## config.mk

```make
export PLATFORM = sky130hd
export DESIGN_NAME = mmio_uart_tx
export DESIGN_NICKNAME = d
export VERILOG_FILES = /design/src/rtl/mmio_uart_tx.sv
export SDC_FILE = /design/constraint.sdc
export NUM_CORES = 1
export LEC_CHECK = 0
export CORE_UTILIZATION = 40
export CTS_CLUSTER_DIAMETER = 80
export DETAILED_ROUTE_END_ITERATION = 12
export HOLD_SLACK_MARGIN = 0.15
export PLACE_DENSITY = 0.7
export SLEW_MARGIN = 30
export SYNTH_ARGS = -nofsm -noshare
export SYNTH_HDL_FRONTEND = slang
export SYNTH_SLANG_ARGS = --single-unit
export TNS_END_PERCENT = 20
```

## constraint.sdc

```tcl
create_clock -name clk -period 3.42 [get_ports clk]
set_clock_uncertainty 0.2 [all_clocks]
set_input_delay 0.513 -clock clk [delete_from_list [all_inputs] [get_ports clk]]
set_output_delay 0.513 -clock clk [all_outputs]
set_load 0.02 [all_outputs]
```

## src/rtl/mmio_uart_tx.sv

```systemverilog
// Memory-mapped 8N1 UART transmitter: TXDATA store enqueues a byte into a small
// FIFO, STATUS reports count/overflow/full/empty/busy; FSM serialises LSB first.
module mmio_uart_tx #(
  parameter int             N            = 32,
  parameter logic [N-1:0]   BASE         = N'(32'h0000_FF00),
  parameter int             CLKS_PER_BIT = 16,
  parameter int             DEPTH        = 4
) (
  input  logic         clk,
  input  logic         reset,
  input  logic         memwrite,
  input  logic [N-1:0] dataadr,
  input  logic [N-1:0] writedata,
  output logic [N-1:0] rdata,
  output logic         tx,
  output logic         busy
);

  localparam int CNT_W  = $clog2(DEPTH + 1);
  localparam int PTR_W  = (DEPTH > 1) ? $clog2(DEPTH) : 1;
  localparam int BAUD_W = $clog2(CLKS_PER_BIT);

  localparam logic [N-1:0]      STAT_ADR  = BASE + N'(4);
  localparam logic [CNT_W-1:0]  CNT_FULL  = CNT_W'(DEPTH);
  localparam logic [PTR_W-1:0]  PTR_LAST  = PTR_W'(DEPTH - 1);
  localparam logic [BAUD_W-1:0] BAUD_LAST = BAUD_W'(CLKS_PER_BIT - 1);

  typedef enum logic [1:0] {S_IDLE, S_START, S_DATA, S_STOP} state_e;

  typedef struct packed {
    logic       tx_wr;
    logic       ovf_clr;
    logic       stat_rd;
    logic [7:0] wbyte;
  } bus_req_t;

  bus_req_t req;

  state_e state_q, state_d;

  logic [DEPTH-1:0][7:0] mem_q, mem_d;
  logic [PTR_W-1:0]      wptr_q, wptr_d, rptr_q, rptr_d;
  logic [CNT_W-1:0]      count_q, count_d;
  logic                  ovf_q, ovf_d;

  logic [BAUD_W-1:0]     baud_q, baud_d;
  logic [2:0]            bit_q, bit_d;
  logic [7:0]            shreg_q, shreg_d;

  logic push, pop, ovf_set, baud_end;
  logic full, empty;
  logic [2:0] cnt3;

  logic unused_wdata_hi;
  assign unused_wdata_hi = ^writedata[N-1:8];

  // Full-width address compare, so no aliasing on upper address bits.
  always_comb begin
    req         = '0;
    req.tx_wr   = memwrite && (dataadr == BASE);
    req.ovf_clr = memwrite && (dataadr == STAT_ADR) && writedata[0];
    req.stat_rd = (dataadr == STAT_ADR);
    req.wbyte   = writedata[7:0];
  end

  assign full     = (count_q == CNT_FULL);
  assign empty    = (count_q == '0);
  assign pop      = (state_q == S_IDLE) && !empty;
  // A full FIFO still accepts when the head leaves on the same edge.
  assign push     = req.tx_wr && (!full || pop);
  assign ovf_set  = req.tx_wr && !push;
  assign baud_end = (baud_q == BAUD_LAST);

  always_comb begin
    mem_d   = mem_q;
    wptr_d  = wptr_q;
    rptr_d  = rptr_q;
    count_d = count_q;
    ovf_d   = ovf_q;
    if (push) begin
      mem_d[wptr_q] = req.wbyte;
      wptr_d = (wptr_q == PTR_LAST) ? '0 : wptr_q + PTR_W'(1);
    end
    if (pop)
      rptr_d = (rptr_q == PTR_LAST) ? '0 : rptr_q + PTR_W'(1);
    case ({push, pop})
      2'b10:   count_d = count_q + CNT_W'(1);
      2'b01:   count_d = count_q - CNT_W'(1);
      default: count_d = count_q;
    endcase
    // A rejected push on the same edge as a clear keeps the flag set.
    if (ovf_set)          ovf_d = 1'b1;
    else if (req.ovf_clr) ovf_d = 1'b0;
  end

  // FSM: state register
  always_ff @(posedge clk or negedge reset) begin
    if (!reset) state_q <= S_IDLE;
    else        state_q <= state_d;
  end

  // FSM: next state
  always_comb begin
    state_d = state_q;
    unique case (state_q)
      S_IDLE:  if (pop)                          state_d = S_START;
      S_START: if (baud_end)                     state_d = S_DATA;
      S_DATA:  if (baud_end && (bit_q == 3'd7))  state_d = S_STOP;
      S_STOP:  if (baud_end)                     state_d = S_IDLE;
    endcase
  end

  // FSM: outputs
  always_comb begin
    tx   = 1'b1;
    busy = (state_q != S_IDLE);
    unique case (state_q)
      S_START: tx = 1'b0;
      S_DATA:  tx = shreg_q[0];
      default: tx = 1'b1;
    endcase
  end

  // Baud counter, bit index and shifter; bit index wraps 7->0 on entry to STOP.
  always_comb begin
    baud_d  = baud_q + BAUD_W'(1);
    bit_d   = bit_q;
    shreg_d = shreg_q;
    unique case (state_q)
      S_IDLE: begin
        baud_d = '0;
        bit_d  = '0;
        if (pop) shreg_d = mem_q[rptr_q];
      end
      S_START: if (baud_end) baud_d = '0;
      S_DATA: if (baud_end) begin
        baud_d  = '0;
        bit_d   = bit_q + 3'd1;
        shreg_d = {1'b0, shreg_q[7:1]};
      end
      S_STOP: if (baud_end) baud_d = '0;
    endcase
  end

  always_ff @(posedge clk or negedge reset) begin
    if (!reset) begin
      mem_q   <= '0;
      wptr_q  <= '0;
      rptr_q  <= '0;
      count_q <= '0;
      ovf_q   <= 1'b0;
      baud_q  <= '0;
      bit_q   <= '0;
      shreg_q <= '0;
    end else begin
      mem_q   <= mem_d;
      wptr_q  <= wptr_d;
      rptr_q  <= rptr_d;
      count_q <= count_d;
      ovf_q   <= ovf_d;
      baud_q  <= baud_d;
      bit_q   <= bit_d;
      shreg_q <= shreg_d;
    end
  end

  assign cnt3 = 3'(count_q);

  always_comb begin
    rdata = '0;
    if (req.stat_rd) rdata[6:0] = {cnt3, ovf_q, full, empty, busy};
  end

endmodule
```

### Word-level counts from Yosys, hierarchy flattened

Cells that the tools add are included.

| storage, ports and cells | value |
|---|---|
| register bits | 57 |
| logic and storage cells | 84 |

| cells by class | value |
|---|---|
| add/sub/neg operators | 6 |
| magnitude comparators | 3 |
| eq/ne operators | 17 |
| mux-type cells | 24 |
| reduce and logical (&&, ||, !) cells | 22 |

Operator list:

| operator | number |
|---|---|
| 32-bit by 16-bit == test with 1-bit output, second input constant | 2 |
| 32-bit bitwise mux | 1 |
| 8-bit 2-to-1 mux | 4 |
| 8-bit binary-select mux with 2-bit select | 1 |
| 8-bit demux with 2-bit select | 1 |
| 8-bit case mux with 2 select lines | 1 |
| 2-bit 2-to-1 mux | 6 |
| 3-bit case mux with 2 select lines | 2 |
| 2-bit == test, second input constant | 5 |
| 2-bit != test, second input constant | 5 |
| 1-bit logical AND | 8 |
| 2-bit case mux with 4 select lines | 1 |
| 4-bit case mux with 2 select lines | 1 |
| 2-bit nonzero test | 4 |
| 7-bit 2-to-1 mux | 1 |
| 3-bit by 1-bit adder with 3-bit output, second input constant | 2 |
| 3-bit == test, second input constant | 2 |
| 2-bit by 3-bit < comparator with 1-bit output, second input constant | 2 |
| 2-bit by 1-bit adder with 2-bit output, second input constant | 2 |
| 4-bit by 1-bit adder with 4-bit output, second input constant | 1 |
| 2-bit by 1-bit == test with 1-bit output, second input constant | 2 |
| 4-bit == test, second input constant | 1 |
| 4-bit 2-to-1 mux | 1 |
| 4-bit AND reduction | 1 |
| 12 further kinds | 15 |

### Logic depth before layout (Yosys ltp)

Gate-level depths: netlist of run 1.

| logic depth | value |
|---|---|
| depth in word-level cells | 8 |
| depth in mapped cells | 13 |
| gate-level depth less buffers | 11 |

### Worst setup path after synthesis of run 1

OpenSTA, ideal clock, no wires.

| path | value |
|---|---|
| path kind | flip-flop to flip-flop |
| start | register state_q[0] |
| end | register count_q[2] (netlist: cnt3[2]) |
| library setup time | 0.079 ns |
| arrival time | 2.583 ns |
| slack | 0.558 ns |
| stages on the path, launching flop included | 14 |
| buffers on the path | 2 |
| clock period less this slack | 2.862 ns |
| path through | dfrtp_1 inv_1 ha_1 buf_2 or4b_1 clkbuf_1 and4bb_4 inv_1 ha_1 inv_1 fa_1 xor2_1 nor2_1 xor2_1 |

| between the ends | value |
|---|---|
| longest elaborated chain between the ends | 6 |
| elaborated cells on any way between the ends | 8 |

RTL lines:

| element | RTL line | text |
|---|---|---|
| start, declared | 39 | `state_e state_q, state_d;` |
| start signal, assigned | 99 | `else state_q <= state_d;` |
| 2-bit logical NOT (*) | 68 | `assign pop = (state_q == S_IDLE) && !empty;` |
| 1-bit logical AND (*) | 68 |  |
| 1-bit logical OR | 70 | `assign push = req.tx_wr && (!full \|\| pop);` |
| 1-bit logical AND | 70 |  |
| 2-bit by 1-bit == test with 1-bit output or 2-bit == test (tied branches) | 86 | `case ({push, pop})` |
| 3-bit case mux with 2 select lines or 2-bit nonzero test (tied branches) | n/a |  |
| end signal, assigned | 159 | `count_q <= count_d;` |
| end, declared | 43 | `logic [CNT_W-1:0] count_q, count_d;` |

Every way passes the cells marked *; elsewhere a longest branch is shown, timed or not.
A chain may end at the register's enable or synchronous reset.

### Worst setup path after layout of run 1

| path | value |
|---|---|
| start | input port dataadr[5] |
| end | output port rdata[2] |

| between the ends | value |
|---|---|
| longest elaborated chain between the ends | 2 |

RTL lines:

| element | RTL line | text |
|---|---|---|
| start, declared | 12 | `input logic [N-1:0] dataadr,` |
| 32-bit by 16-bit == test with 1-bit output | 62 | `req.stat_rd = (dataadr == STAT_ADR);` |
| 7-bit 2-to-1 mux | 171 | `if (req.stat_rd) rdata[6:0] = {cnt3, ovf_q, full, empty, busy};` |
| end, declared | 14 | `output logic [N-1:0] rdata,` |

Every way passes these cells.

==> key figures, run 1 <==
Power
  • Static Leakage: 1.92 nW
  • Pwr Total: around 1.6 mW
  • Worst VDD drop: 0.000251 V
  • Power Density: roughly 390 nW/um2

Setup path
  • Worst Path Max Fanout: 7
  • Critical path startpoint category: primary input
  • Worst R2R Path Depth: 11
  • Critical Path Sink Type: output pin
  • CP Class: primary input to output pin
  • Worst path arrival time: 2550 ps
  • Req. time, crit path: approximately 2700 ps

Synth
  • Ys flop type: dfrtp_1
  • Sequential area share after synthesis: ~44%
  • Adder-Cell Fraction of Synth Area: under 10%
  • Simple-gate share of the synthesized area: between 10 and 15%
  • Synth Area in Compound Gates: ~5%
  • Yosys reg bits: 57
  • Combinational family with the most area after synthesis: multiplexers
  • Cells after Synth: approximately 250
  • Xor and xnor area share after synthesis: ~1.3%
  • Total number of yosys warnings: 0
  • Asr flop ratio synth: 100%
  • Post-synth EDFFs: 0
  • Post-Syn Area: about 3300 um2
  • Post-synthesis mux area share: between 20% and 30%
  • Netlist cell types: 41
  • Avg Inst Size Synth: 12.9 um2

Die
  • Core area: 7810 um2
  • Chip width: slightly above 90 um
  • I/O pins: 101
  • Initial Util: 41.7%
  • Row Count: 32
  • Die area: about 8500 um2
  • Die height: between 90 and 100 um

Route
  • Post-DRT Antenna Nets: 0
  • Drt first-iter violations: 66
  • Detailed-route via count: around 2100
  • Total wire length: approximately 5900 um
  • Wirelength per Cell: about 14 um
  • Drt first pass iters: 4
  • Vias/cell: 4.93
  • Drt drc: 0

Global route
  • GRT Total Usage: between 10% and 20%
  • Global route hottest layer: met2
  • Initial antenna violation count: 0
  • M2 GR Usage: 26.6%
  • GRT overflow: 0
  • Global routing met3 resource utilization: 3.57%
  • GRT met1 Usage: about a fifth
  • Largest net degree at the start of global routing: 26
  • Vias in the first global route: ~2100
  • First-pass GRT wire length: around 10000 um

Timing
  • Period minus WS final: approximately 3300 ps
  • Worst slew margin: a little over half
  • Setup Viol. Count Final: 0
  • Slew @ Worst Pin: 709 ps
  • Max Slew Vio Count: 0
  • Fin. Hold Viols: 0
  • Max Clock Freq: approximately 310 MHz
  • RSZ-0062 raised after global routing: no
  • TNS Setup: 0 ps
  • Final Cycle Share: a little over nine tenths

Clock network
  • CTS sink count: 57
  • Number of gates resized after cts: 0
  • Clock Pin Slew Worst Setup and Hold Paths: ~60 ps
  • CTS max path bufs: 2
  • TritonCTS buffer count: 9
  • Clock latency on the worst-skew pair: around 340 ps
  • Root Buffer: clkbuf_8
  • TritonCTS clock tree: built
  • H-tree levels: 3

Finish
  • Fraction of layout cells with a size suffix above 1: between 20% and 30%
  • Fin nets: around 400
  • Antenna cell count: 0
  • Area grow syn2layout: 25.7%

Placed design
  • PortBufs: 51
  • DP HPWL: about 4400 um
  • Global placement routability congestion: slightly above 0.7

Flow run
  • Maxcap violations: 0

Outcome
  • Status: finished clean

Hold path
  • Hold Path Class: flop to flop
  • Worst hold path depth: 1
[what timing repair did]
| item | in CTS | in global routing |
|---|---|---|
| hold buffers | 1 | 0 |
| hold endpoints to repair | 14 | 0 |
| setup buffers | 0 | 0 |
[layout make-up]
cell class / instances / area [um2]
Clock buffer: 11 / 131
Clock inverter: 5 / 128
Fill cell: 676 / 3710
Inverter: 13 / 48.8
Multi-Input combinational cell: 175 / 1660
Sequential cell: 57 / 1430
Tap cell: 102 / 128
Timing Repair Buffer: 60 / 576
[sequential cells by signal, summed over array words and instances, names as in the netlist]
register	count
cnt3	3
ovf_q	1
state_q	2
mem_q	32
bit_q	3
wptr_q	2
rptr_q	2
shreg_q	8
baud_q	4
[metrics by stage]
| step | hold WS (ps) | area, um2 | utilization [%] | std cells | worst slack, ps |
|---|---|---|---|---|---|
| 4_1_cts | 303 | 4090 | 52.4 | 423 | 112 |
| 5_1_grt | 324 | 4090 | 52.4 | 423 | 33.3 |
| 3_5_place_dp | 254 | 3820 | 49.0 | 406 | 107 |
| 6_report | 296 | 4090 | 52.4 | 423 | 158 |
| 2_1_floorplan | 17.4 | 3350 | - | 277 | 558 |
| 3_3_place_gp | 246 | 3820 | 49.0 | 406 | 157 |
[cell families (layout without fill, tap and decap cells)]
logic type               after synthesis  in the layout
adder cells (fa/ha/maj)               14             14
other                                  1             25
flip-flops                            57             57
multiplexers                          53             53
AO/OA/AOI/OAI                         24             24
AND/OR/NAND/NOR                       54             54
buffers and inverters                 45             89
XOR/XNOR                               5              5
[Yosys cell counts, drive strengths merged (2+ instances only)]
| cell type | number | share of area (%) |
|---|---|---|
| buf | 27 | 6.1 |
| nand3 | 5 | 0.77 |
| and4b | 2 | 0.61 |
| xor2 | 2 | 0.54 |
| and4 | 2 | 0.54 |
| and3 | 5 | 0.96 |
| mux2i | 7 | 2.2 |
| o31ai | 2 | 0.46 |
| nor2b | 3 | 0.58 |
| nor3 | 6 | 2.3 |
| dfrtp | 57 | 44 |
| xnor2 | 3 | 0.81 |
| a2bb2oi | 2 | 0.54 |
| ha | 13 | 5.0 |
| mux4 | 8 | 5.5 |
| nor4 | 5 | 2.8 |
| clkbuf | 5 | 0.58 |
| nor2 | 14 | 1.6 |
| nor4b | 2 | 1.0 |
| nand4 | 2 | 1.3 |
| a22o | 3 | 0.81 |
| inv | 13 | 1.5 |
| o21ai | 5 | 0.77 |
| nand2 | 3 | 0.35 |
| mux2 | 38 | 14 |
| a21oi | 9 | 1.4 |
[path summary, 6_finish.rpt]
check / startpoint / end / slack (ps)
min in group asynchronous: reset / shreg_q[0] / 420
max: dataadr[5] / rdata[2] / 160
max reg2reg: state_q[0] / cnt3[2] / 490
max in group asynchronous: reset / mem_q[24] / 1950
min: baud_q[0] / baud_q[0] / 300
min reg2reg: baud_q[0] / baud_q[0] / 300
[power by group]
group	switching [mW]	total, mW	internal [mW]
Combinational	0.0580	0.107	0.0490
Sequential	0.0000554	0.674	0.674
Clock	0.263	0.821	0.558
[critical path, cell delays in order]
cell and delay [ps]:
clkdlybuf4s50_1 440, nor4_4 330, nand4_4 130, nor2_1 280, and4_1 240, clkdlybuf4s50_1 610
[metal layers]
metal | part of all wire (%) | wire length (um) | vias up
met5 | 0 | 0 | -
met4 | 1.2 | 72 | 0
met3 | 4.0 | 238 | 9
met2 | 51 | 3020 | 48
met1 | 44 | 2590 | 1037
li1 | - | - | 992
[layout by cell type, fill, tap and decap left out, types with 2 or more instances in the layout]
cell | netlist | routed
a22o_1 | 3 | 3
bufinv_16 | 0 | 4
xor2_1 | 2 | 2
mux2_2 | 30 | 30
nor2_1 | 14 | 14
and4_1 | 2 | 2
buf_4 | 25 | 8
o21ai_0 | 5 | 5
conb_1 | 1 | 25
nor4_4 | 4 | 4
ha_1 | 13 | 13
and4b_1 | 2 | 2
and3_1 | 5 | 5
nor2b_1 | 3 | 3
nand2_1 | 3 | 3
mux4_2 | 8 | 8
clkbuf_1 | 5 | 2
clkbuf_8 | 0 | 9
a2bb2oi_1 | 2 | 2
a21oi_1 | 9 | 9
dfrtp_1 | 57 | 57
xnor2_1 | 3 | 3
mux2_4 | 8 | 8
nor3_4 | 4 | 4
clkdlybuf4s50_1 | 0 | 50
o31ai_1 | 2 | 2
mux2i_1 | 7 | 7
nand3_1 | 5 | 5
inv_1 | 13 | 13
nor3_1 | 2 | 2
nand4_4 | 2 | 2
Power figures use the tool's default switching activity.
==> run 2: changes to the inputs <==
--- a/config.mk
+++ b/config.mk
@@ -10,6 +10,7 @@
 export DETAILED_ROUTE_END_ITERATION = 12
 export HOLD_SLACK_MARGIN = 0.15
 export PLACE_DENSITY = 0.7
+export REMOVE_ABC_BUFFERS = 1
 export SLEW_MARGIN = 30
 export SYNTH_ARGS = -nofsm -noshare
 export SYNTH_HDL_FRONTEND = slang
==> key figures, run 2 (same netlist as run 1, synthesis figures left out) <==
Timing
  • Worst slew margin: 51.6%
  • Final Cycle Share: between 90% and 100%
  • Final worst slack: approximately 170 ps
  • Period minus WS final: 3250 ps
  • Max Slew Vio Count: 0
  • Slew @ Worst Pin: between 700 and 800 ps
  • Fin. Hold Viols: 0
  • Max Clock Freq: slightly above 300 MHz
  • Setup Viol. Count Final: 0
  • RSZ-0062 raised after global routing: no
  • TNS Setup: 0 ps

Global route
  • First-pass GRT wire length: a little over 10000 um
  • Vias in the first global route: 2199
  • Initial antenna violation count: 0
  • GRT overflow: 0
  • GRT Total Usage: between 15 and 20%
  • Largest net degree at the start of global routing: between 50 and 60

Outcome
  • Status: finished clean

Route
  • Total wire length: 5820 um
  • Vias/cell: 4.95
  • Post-DRT Antenna Nets: 0
  • Wirelength per Cell: approximately 14 um
  • Drt drc: 0
  • Detailed-route via count: approximately 2100
  • Drt first-iter violations: 93
  • Drt first pass iters: 4

Placed design
  • DP HPWL: around 4200 um
  • PortBufs: just over 50
  • Dpl ws: 151 ps
  • Cell Area, Placed: around 3800 um2
  • Global placement routability congestion: 0.710

Clock network
  • H-tree levels: 3
  • TritonCTS buffer count: 9
  • Setup Buffers After CTS: 0
  • Clock latency on the worst-skew pair: roughly 330 ps
  • Root Buffer: clkbuf_8
  • CTS sink count: 57
  • Clock Pin Slew Worst Setup and Hold Paths: ~70 ps
  • TritonCTS clock tree: built
  • CTS max path bufs: 2

Setup path
  • Critical Path Sink Type: output pin
  • Worst Path Max Fanout: 7
  • Req. time, crit path: approximately 2700 ps
  • Worst path arrival time: 2540 ps
  • RR Endpoint: cnt3[2]
  • Worst R2R Path Depth: 11
  • Critical path startpoint category: primary input
  • CP Class: primary input to output pin
  • Reg-to-Reg Start: state_q[0]
  • Flop2flop setup slack: roughly 480 ps

Power
  • Worst VDD drop: 0.000204 V
  • Pwr Total: between 1 and 1.5 mW
  • Power Density: between 300 and 400 nW/um2
  • Static Leakage: between 1.5 and 2 nW

Finish
  • Design Area, Final: just over 4000 um2
  • Most flop-heavy register: mem_q
  • Area grow syn2layout: 23.9%
  • Fin nets: around 400
  • Top Registers: mem_q (32), shreg_q (8), baud_q (4)
  • Commonest cells after routing, fill and taps aside: 57 x dfrtp_1, 50 x clkdlybuf4s50_1, 30 x mux2_2
  • Final design utilization: 51.7%
  • Fraction of layout cells with a size suffix above 1: between 20% and 30%
  • Antenna cell count: 0
  • Fillers: 663
  • Max FFs per register: 32
  • Most common cell after layout, fill and taps aside: dfrtp_1

Hold path
  • Worst Hold End: baud_q[0]
  • Hold Startpoint: baud_q[0]
  • Worst hold path depth: 1
  • Hold Path Class: flop to flop

Die
  • Die height: between 90 and 100 um
  • Die area: between 8000 and 9000 um2
  • Chip width: about 92 um
  • Initial Util: between 40% and 50%
  • Core area: 7810 um2
  • I/O pins: ~100
  • Row Count: 32

Flow run
  • Maxcap violations: 0
==> run 2: layer usage <==
metal	GRT usage (%)	wire (um)	vias up
met2	26.9	2960	41
met3	4.15	166	9
met5	0	0	-
met1	18.2	2610	1045
li1	-	-	990
met4	5.47	78	0
==> run 2: report_power, final <==
group	internal (mW)	leakage, nW	switching, mW
logic	0.0483	0.986	0.0585
registers	0.674	0.797	0.0000576
clock network	0.409	0.106	0.282
==> run 2: worst max-delay path by stage <==
stage	startpoint	endpoint	depth (start not counted)
floorplan	state_q[0]	cnt3[2]	11
global placement	dataadr[1]	rdata[1]	6
detailed placement	dataadr[1]	rdata[2]	6
CTS	dataadr[1]	rdata[2]	6
global route	dataadr[1]	rdata[2]	6
finish	dataadr[5]	rdata[2]	6
==> run 2: cell type report <==
class / instances / area, um2 / area share [%]
Clock buffer: 9 / 124 / 3.07
Clock inverter: 7 / 93.8 / 2.32
Inverter: 13 / 48.8 / 1.21
Multi-Input combinational cell: 175 / 1660 / 41.0
Sequential cell: 57 / 1430 / 35.3
Tap cell: 102 / 128 / 3.16
Timing Repair Buffer: 58 / 561 / 13.9
==> run 2: what timing repair did <==
item / 4_1_cts / 5_1_grt
hold buffers: 1 / 0
hold endpoints to repair: 15 / 0
resized for setup: 0 / 0
==> run 2: critical path, stage by stage <==
cell and delay, ps:
clkdlybuf4s50_1 440, nor4_4 330, nand4_4 130, nor2_1 290, and4_1 230, clkdlybuf4s50_1 600
==> run 2: metrics by stage <==
| step | hold slack [ps] | instances |
|---|---|---|
| after CTS | 294 | 421 |
| after floorplan | 17.4 | 245 |
| final | 289 | 421 |
| after global placement | 276 | 404 |
| after global routing | 320 | 421 |
| after detailed placement | 284 | 404 |
